## config.mk

```make
export PLATFORM = sky130hd
export DESIGN_NAME = imi_wr_sched
export DESIGN_NICKNAME = d
export VERILOG_FILES = /design/src/rtl/imi_wr_sched_pkg.sv /design/src/rtl/imi_sched_fifo.sv /design/src/rtl/imi_wr_sched.sv
export SDC_FILE = /design/constraint.sdc
export NUM_CORES = 1
export LEC_CHECK = 0
export BUFFER_PORTS_ARGS = -buffer_cell sky130_fd_sc_hd__buf_2
export CORE_MARGIN = 2
export CORE_UTILIZATION = 58
export DETAILED_ROUTE_END_ITERATION = 6
export HOLD_SLACK_MARGIN = 0.05
export PLACE_DENSITY = 0.77
export SLEW_MARGIN = 20
export SYNTH_ARGS = -nofsm -noshare
export SYNTH_HDL_FRONTEND = slang
export SYNTH_SLANG_ARGS = --single-unit
```

## constraint.sdc

```tcl
create_clock -name clk -period 7.9 [get_ports clk]
set_input_delay 0.79 -clock clk [delete_from_list [all_inputs] [get_ports clk]]
set_output_delay 0.79 -clock clk [all_outputs]
set_load 0.005 [all_outputs]
```

## src/rtl/imi_wr_sched_pkg.sv

```systemverilog
// Shared types and helpers for the imitator write scheduler.
package imi_wr_sched_pkg;

    typedef enum logic [0:0] {
        StIdle = 1'b0,
        StPlay = 1'b1
    } state_e;

    // Queue entry layout: {last, addr, data}.
    function automatic int unsigned entry_width(input int unsigned aw, input int unsigned dw);
        return 1 + aw + dw;
    endfunction

endpackage

```

## src/rtl/imi_sched_fifo.sv

```systemverilog
// Synchronous FIFO holding queued imitator writes; head is visible combinationally on rdata.
module imi_sched_fifo #(
    parameter int unsigned DEPTH = 16,
    parameter int unsigned WIDTH = 49
) (
    input  logic             clk,
    input  logic             reset,
    input  logic             push,
    input  logic [WIDTH-1:0] wdata,
    input  logic             pop,
    output logic [WIDTH-1:0] rdata,
    output logic             full,
    output logic             empty
);

    localparam int unsigned AW = $clog2(DEPTH);
    localparam int unsigned PW = AW + 1;

    logic [PW-1:0]    wr_ptr_q, wr_ptr_d;
    logic [PW-1:0]    rd_ptr_q, rd_ptr_d;
    logic [WIDTH-1:0] mem_q [DEPTH];
    logic             do_push, do_pop;

    always_comb begin
        empty    = (wr_ptr_q == rd_ptr_q);
        full     = (wr_ptr_q[AW] != rd_ptr_q[AW]) && (wr_ptr_q[AW-1:0] == rd_ptr_q[AW-1:0]);
        do_push  = push & ~full;
        do_pop   = pop & ~empty;
        wr_ptr_d = wr_ptr_q + PW'(do_push);
        rd_ptr_d = rd_ptr_q + PW'(do_pop);
        rdata    = mem_q[rd_ptr_q[AW-1:0]];
    end

    always_ff @(posedge clk or posedge reset) begin
        if (reset) begin
            wr_ptr_q <= '0;
            rd_ptr_q <= '0;
        end else begin
            wr_ptr_q <= wr_ptr_d;
            rd_ptr_q <= rd_ptr_d;
        end
    end

    always_ff @(posedge clk) begin
        if (do_push) mem_q[wr_ptr_q[AW-1:0]] <= wdata;
    end

endmodule

```

## src/rtl/imi_wr_sched.sv

```systemverilog
// Epoch-aligned imitator register-port scheduler: replays queued write batches on trig and
// slots direct host reads/writes into idle port cycles.
module imi_wr_sched
    import imi_wr_sched_pkg::*;
#(
    parameter int unsigned ADDR_WIDTH = 16,
    parameter int unsigned DATA_WIDTH = 32,
    parameter int unsigned DEPTH      = 16
) (
    input  logic                  clk,
    input  logic                  reset,
    input  logic                  cmd_valid,
    output logic                  cmd_ready,
    input  logic [ADDR_WIDTH-1:0] cmd_addr,
    input  logic [DATA_WIDTH-1:0] cmd_data,
    input  logic                  cmd_last,
    input  logic                  trig,
    input  logic                  host_wr,
    input  logic                  host_rd,
    input  logic [ADDR_WIDTH-1:0] host_addr,
    input  logic [DATA_WIDTH-1:0] host_wdata,
    output logic [DATA_WIDTH-1:0] host_rdata,
    output logic                  host_rvalid,
    output logic                  host_wait,
    output logic                  imi_wr_en,
    output logic                  imi_rd_en,
    output logic [ADDR_WIDTH-1:0] imi_reg_addr,
    output logic [DATA_WIDTH-1:0] imi_wdata,
    input  logic [DATA_WIDTH-1:0] imi_rdata,
    output logic                  batch_done,
    output logic                  underrun,
    output logic                  overrun,
    input  logic                  err_clr
);

    localparam int unsigned EW  = entry_width(ADDR_WIDTH, DATA_WIDTH);
    localparam int unsigned NBW = $clog2(DEPTH) + 1;

    state_e                state_q, state_d;
    logic [NBW-1:0]        nbatch_q, nbatch_d;
    logic                  slot_valid_q, slot_valid_d;
    logic                  slot_wr_q, slot_wr_d;
    logic [ADDR_WIDTH-1:0] slot_addr_q, slot_addr_d;
    logic [DATA_WIDTH-1:0] slot_data_q, slot_data_d;
    logic                  from_slot_q, from_slot_d;
    logic                  wr_en_q, wr_en_d;
    logic                  rd_en_q, rd_en_d;
    logic [ADDR_WIDTH-1:0] addr_q, addr_d;
    logic [DATA_WIDTH-1:0] wdata_q, wdata_d;
    logic                  batch_done_q, batch_done_d;
    logic                  rd_pend_q, rd_pend_d;
    logic [DATA_WIDTH-1:0] rdata_q, rdata_d;
    logic                  rvalid_q, rvalid_d;
    logic                  underrun_q, underrun_d;
    logic                  overrun_q, overrun_d;

    logic [EW-1:0] head;
    logic          fifo_full, fifo_empty;
    logic          push, pop, start, head_last, host_req;

    imi_sched_fifo #(
        .DEPTH (DEPTH),
        .WIDTH (EW)
    ) u_fifo (
        .clk   (clk),
        .reset (reset),
        .push  (push),
        .wdata ({cmd_last, cmd_addr, cmd_data}),
        .pop   (pop),
        .rdata (head),
        .full  (fifo_full),
        .empty (fifo_empty)
    );

    always_comb begin
        push      = cmd_valid & ~fifo_full;
        head_last = head[EW-1];
        start     = (state_q == StIdle) && trig && (nbatch_q != '0);
        pop       = ((state_q == StPlay) || start) && !fifo_empty;
        host_wait = slot_valid_q | from_slot_q;
        // A host strobe is dropped while an earlier one is still waiting or being issued.
        host_req  = (host_wr | host_rd) & ~host_wait;

        state_d      = state_q;
        slot_valid_d = slot_valid_q;
        slot_wr_d    = slot_wr_q;
        slot_addr_d  = slot_addr_q;
        slot_data_d  = slot_data_q;
        from_slot_d  = 1'b0;
        wr_en_d      = 1'b0;
        rd_en_d      = 1'b0;
        addr_d       = addr_q;
        wdata_d      = wdata_q;
        batch_done_d = 1'b0;

        if (pop) begin
            wr_en_d = 1'b1;
            addr_d  = head[ADDR_WIDTH+DATA_WIDTH-1:DATA_WIDTH];
            wdata_d = head[DATA_WIDTH-1:0];
            if (head_last) begin
                batch_done_d = 1'b1;
                state_d      = StIdle;
            end else begin
                state_d = StPlay;
            end
            if (host_req) begin
                slot_valid_d = 1'b1;
                slot_wr_d    = host_wr;
                slot_addr_d  = host_addr;
                slot_data_d  = host_wdata;
            end
        end else if (slot_valid_q) begin
            wr_en_d      = slot_wr_q;
            rd_en_d      = ~slot_wr_q;
            addr_d       = slot_addr_q;
            wdata_d      = slot_wr_q ? slot_data_q : wdata_q;
            slot_valid_d = 1'b0;
            from_slot_d  = 1'b1;
        end else if (host_req) begin
            wr_en_d = host_wr;
            rd_en_d = ~host_wr;
            addr_d  = host_addr;
            wdata_d = host_wr ? host_wdata : wdata_q;
        end

        if (state_q == StPlay && fifo_empty) state_d = StIdle;

        nbatch_d = nbatch_q + NBW'(push & cmd_last) - NBW'(pop & head_last);

        rd_pend_d = rd_en_q;
        rvalid_d  = rd_pend_q;
        rdata_d   = rd_pend_q ? imi_rdata : rdata_q;

        underrun_d = (underrun_q & ~err_clr) | ((state_q == StIdle) && trig && nbatch_q == '0);
        overrun_d  = (overrun_q & ~err_clr) | ((state_q == StPlay) && trig);
    end

    always_ff @(posedge clk or posedge reset) begin
        if (reset) begin
            state_q      <= StIdle;
            nbatch_q     <= '0;
            slot_valid_q <= 1'b0;
            slot_wr_q    <= 1'b0;
            slot_addr_q  <= '0;
            slot_data_q  <= '0;
            from_slot_q  <= 1'b0;
            wr_en_q      <= 1'b0;
            rd_en_q      <= 1'b0;
            addr_q       <= '0;
            wdata_q      <= '0;
            batch_done_q <= 1'b0;
            rd_pend_q    <= 1'b0;
            rdata_q      <= '0;
            rvalid_q     <= 1'b0;
            underrun_q   <= 1'b0;
            overrun_q    <= 1'b0;
        end else begin
            state_q      <= state_d;
            nbatch_q     <= nbatch_d;
            slot_valid_q <= slot_valid_d;
            slot_wr_q    <= slot_wr_d;
            slot_addr_q  <= slot_addr_d;
            slot_data_q  <= slot_data_d;
            from_slot_q  <= from_slot_d;
            wr_en_q      <= wr_en_d;
            rd_en_q      <= rd_en_d;
            addr_q       <= addr_d;
            wdata_q      <= wdata_d;
            batch_done_q <= batch_done_d;
            rd_pend_q    <= rd_pend_d;
            rdata_q      <= rdata_d;
            rvalid_q     <= rvalid_d;
            underrun_q   <= underrun_d;
            overrun_q    <= overrun_d;
        end
    end

    assign cmd_ready    = ~fifo_full;
    assign imi_wr_en    = wr_en_q;
    assign imi_rd_en    = rd_en_q;
    assign imi_reg_addr = addr_q;
    assign imi_wdata    = wdata_q;
    assign batch_done   = batch_done_q;
    assign host_rdata   = rdata_q;
    assign host_rvalid  = rvalid_q;
    assign underrun     = underrun_q;
    assign overrun      = overrun_q;

endmodule
```

==> impl_metrics.ini <==
[worst_setup_path]
crit_arrival_ps = 4980
crit_fanout = 53
cp.required_ps = 8460
rrSetupSlack_ps = 3470
start_kind = register
timing_worst_setup_path_type = reg -> reg
cp-end-kind = register
rr_endpoint = nbatch_q[4]$_DFF_PP0_
r2r_start = u_fifo.rd_ptr_q[0]$_DFF_PP0_
r2r_cells = 13

[logic_synthesis]
synth_top_family_by_area = multiplexers
synth_edf_count = 784
synth-main-ff-cell = edfxtp_1
netlist_area_um2 = 36500
synth_top_area_share_pct = 64.4
synthAdderAreaFrac_pct = 0.397
async_flop_share_pct = 16.4
synth_xor_area_share_pct = 0.384
avgSynthCellArea_um2 = 20.9
syn_nets = 1893
ys_types = 44
synth_cells = 1746
muxShareOfSynthArea_pct = 18.0
synth_compound_area_share_pct = 3.06
yosys.area.top_type = edfxtp_1
yosys-top-cells-area = edfxtp_1 (64%), mux4_2 (12%), dfrtp_1 (11%), mux2_2 (3.3%), mux2i_1 (1.8%)
ys_warn_count = 0
ys_ff_latch = 938
yosysSeqAreaShare_pct = 75.0
synthSimpleGateAreaFrac_pct = 1.54

[hold_path]
hp-class = in -> async

[detailed_routing]
vias_per_cell = 6.32
drtPass1Iterations = 5
dr.first_iter.drc_count = 2130
antenna_left = 0
wire_per_inst_um = 28.4
via_count = 18500
totalWireLength_mm = 83.1
drc = 0

[floorplanning]
coreArea_um2 = 62600
rows = 92
fp.dieH_um = 255
initial_core_util_pct = 58.3
die_area_um2 = 65000
die_x_um = 255
ioPinCount = 224

[cells_and_area]
nets = 2138
fin_util_pct = 66.2
drive_above_1_share_pct = 35.5
syn2layout_area_growth_pct = 13.5

[clocking]
cts_tree = yes
cts_hold_buf = 0
path_clk_slew_ps = 60
cts_made_buffers = 90
h-tree-depth = 3
post_cts_buffers = 0
ctsResizeCount = 0
root_buffer = clkbuf_16
cts_buffer_depth = 3
cts_sinks = 938
clk_latency_ps = 650

[sta]
report.final.hold_viol_count = 0
rsz0062_at_grt = false
max_freq_mhz = 226
maxSlewViolCount = 0
fin_crit_ps = 4430
skew_ps = 18.2
slew_headroom_pct = 27.1
fin_crit_sh_pct = 56.0
fin_tns_setup_ps = 0
setup_viol = 0
worst_slew_pin_slew_ps = 1090

[power_and_ir_drop]
powerDensity_nw_per_um2 = 380
power.total_mw = 15.8
ir_drop_mv = 0.309
p_leak_nw = 14.4

[global_route]
grt_usage_pct = 26.0
grt_pass1_vias = 18800
grt_pass1_wl_mm = 122
grt_max_degree = 185
gr-total-overflow = 0
antenna_found_initial = 11

[placed_design]
gp_congestion = 0.760
port_buffers = 223
dp_hpwl_mm = 40.0

[status]
status = complete, no violations

[run]
drv_cap = 0
[flip-flops by register name, summed over array words and instances, names as in the netlist]
| signal | count |
|---|---|
| imi_reg_addr | 16 |
| slot_wr_q | 1 |
| u_fifo.rd_ptr_q | 5 |
| nbatch_q | 5 |
| imi_rd_en | 1 |
| overrun | 1 |
| slot_addr_q | 16 |
| rd_pend_q | 1 |
| u_fifo.mem_q | 784 |
| batch_done | 1 |
| imi_wr_en | 1 |
| slot_valid_q | 1 |
| state_q | 1 |
| from_slot_q | 1 |
| u_fifo.wr_ptr_q | 5 |
| underrun | 1 |
| slot_data_q | 32 |
| host_rvalid | 1 |
| host_rdata | 32 |
| imi_wdata | 32 |
[cells in the mapped netlist, types with 3 or more instances]
cell type    n
clkbuf_1    41
nand3_1     19
nand2_1     23
xor2_1       5
mux4_2     197
mux2_2     108
edfxtp_1   784
buf_4       13
mux2_4      20
ha_1        10
mux2i_1     64
nor2_1      69
o2111ai_1    3
buf_1       15
a31oi_1     16
inv_1       16
o21ai_0     18
a22o_1      65
buf_2       29
nor4_1       3
a22oi_1     32
xnor2_1     11
dfrtp_1    154
nor3_1       3
nand2b_1     3
[layout by cell type (no fill, tap or decap), types with 3 or more instances in the layout]
cell / n
edfxtp_1: 784
buf_2: 223
mux4_2: 197
dfrtp_1: 150
mux2_2: 108
clkbuf_16: 93
a22o_1: 64
mux2i_1: 64
nor2_1: 58
a22oi_1: 32
buf_4: 30
clkinv_1: 24
clkbuf_1: 24
nand2_1: 23
mux2_4: 20
nand3_1: 19
o21ai_0: 18
a31oi_1: 16
inv_1: 15
clkinv_2: 13
xnor2_1: 11
nor2_4: 10
ha_1: 10
diode_2: 8
xor2_1: 5
bufinv_16: 5
clkbuf_8: 4
nand2b_1: 3
nor4_2: 3
o2111ai_1: 3
nor3_2: 3
inv_6: 3
[cell type report]
type                    instances  area [um^2]
diodes                          8         20.0
fillers                      4005        21100
well taps                     846         1060
clock inverters                47          347
clock buffers                 121         2470
multi-input cells             689         8700
repair buffers                256         1410
inverters                      16         65.1
flip-flops and latches        938        27400
[layer usage]
metal / vias up / wire (um) / global-route usage, % / share of wire, %
li1: 7643 / - / - / -
met1: 9687 / 32500 / 35.8 / 39
met2: 976 / 41000 / 42.4 / 49
met3: 149 / 7370 / 5.17 / 8.9
met4: 8 / 2200 / 9.06 / 2.7
met5: - / 51 / 0 / 0.061
[cells by family after synthesis]
group           count (synthesis)
xor+xnor                       16
fa+ha+maj                      11
mux                           389
simple gates                  129
buf+inv                       119
compound gates                144
flops                         938
[through the flow]
stage | worst slack, ps | hold slack, ps | instances | instance area, um^2
6_report | 3470 | 133 | 2921 | 41500
5_1_grt | 3110 | 147 | 2917 | 41500
4_1_cts | 3420 | 122 | 2911 | 41400
3_5_place_dp | 3440 | 420 | 2743 | 38600
3_3_place_gp | 3520 | 425 | 2743 | 38600
2_1_floorplan | 1450 | 352 | 1746 | 36500
[worst max-delay path by stage]
| stage | from | to | slack (ps) |
|---|---|---|---|
| floorplan | u_fifo.wr_ptr_q[4]$_DFF_PP0_ | u_fifo.mem_q[12][0]$_DFFE_PP_ | 1450 |
| global placement | u_fifo.rd_ptr_q[0]$_DFF_PP0_ | nbatch_q[4]$_DFF_PP0_ | 3520 |
| detailed placement | u_fifo.rd_ptr_q[0]$_DFF_PP0_ | nbatch_q[4]$_DFF_PP0_ | 3440 |
| CTS | u_fifo.rd_ptr_q[0]$_DFF_PP0_ | nbatch_q[4]$_DFF_PP0_ | 3420 |
| global route | u_fifo.rd_ptr_q[0]$_DFF_PP0_ | nbatch_q[4]$_DFF_PP0_ | 3110 |
| finish | u_fifo.rd_ptr_q[0]$_DFF_PP0_ | nbatch_q[4]$_DFF_PP0_ | 3470 |
[worst max-delay path: stages (launching register included)]
cell	delay (ps)
dfrtp_4	1100
xnor2_1	220
and4_4	290
a21o_4	820
inv_1	250
and2_1	230
ha_1	280
inv_1	50
ha_1	200
fa_1	430
a21oi_1	160
nor2_1	50
nor2_1	110
xnor2_1	130
[power breakdown]
part | leakage, nW | internal [mW] | total (mW) | switching, mW
registers | 8.91 | 6.24 | 6.71 | 0.472
clock network | 1.38 | 2.36 | 4.14 | 1.78
logic | 4.07 | 2.34 | 4.93 | 2.59
(Power assumes the default switching activity.)
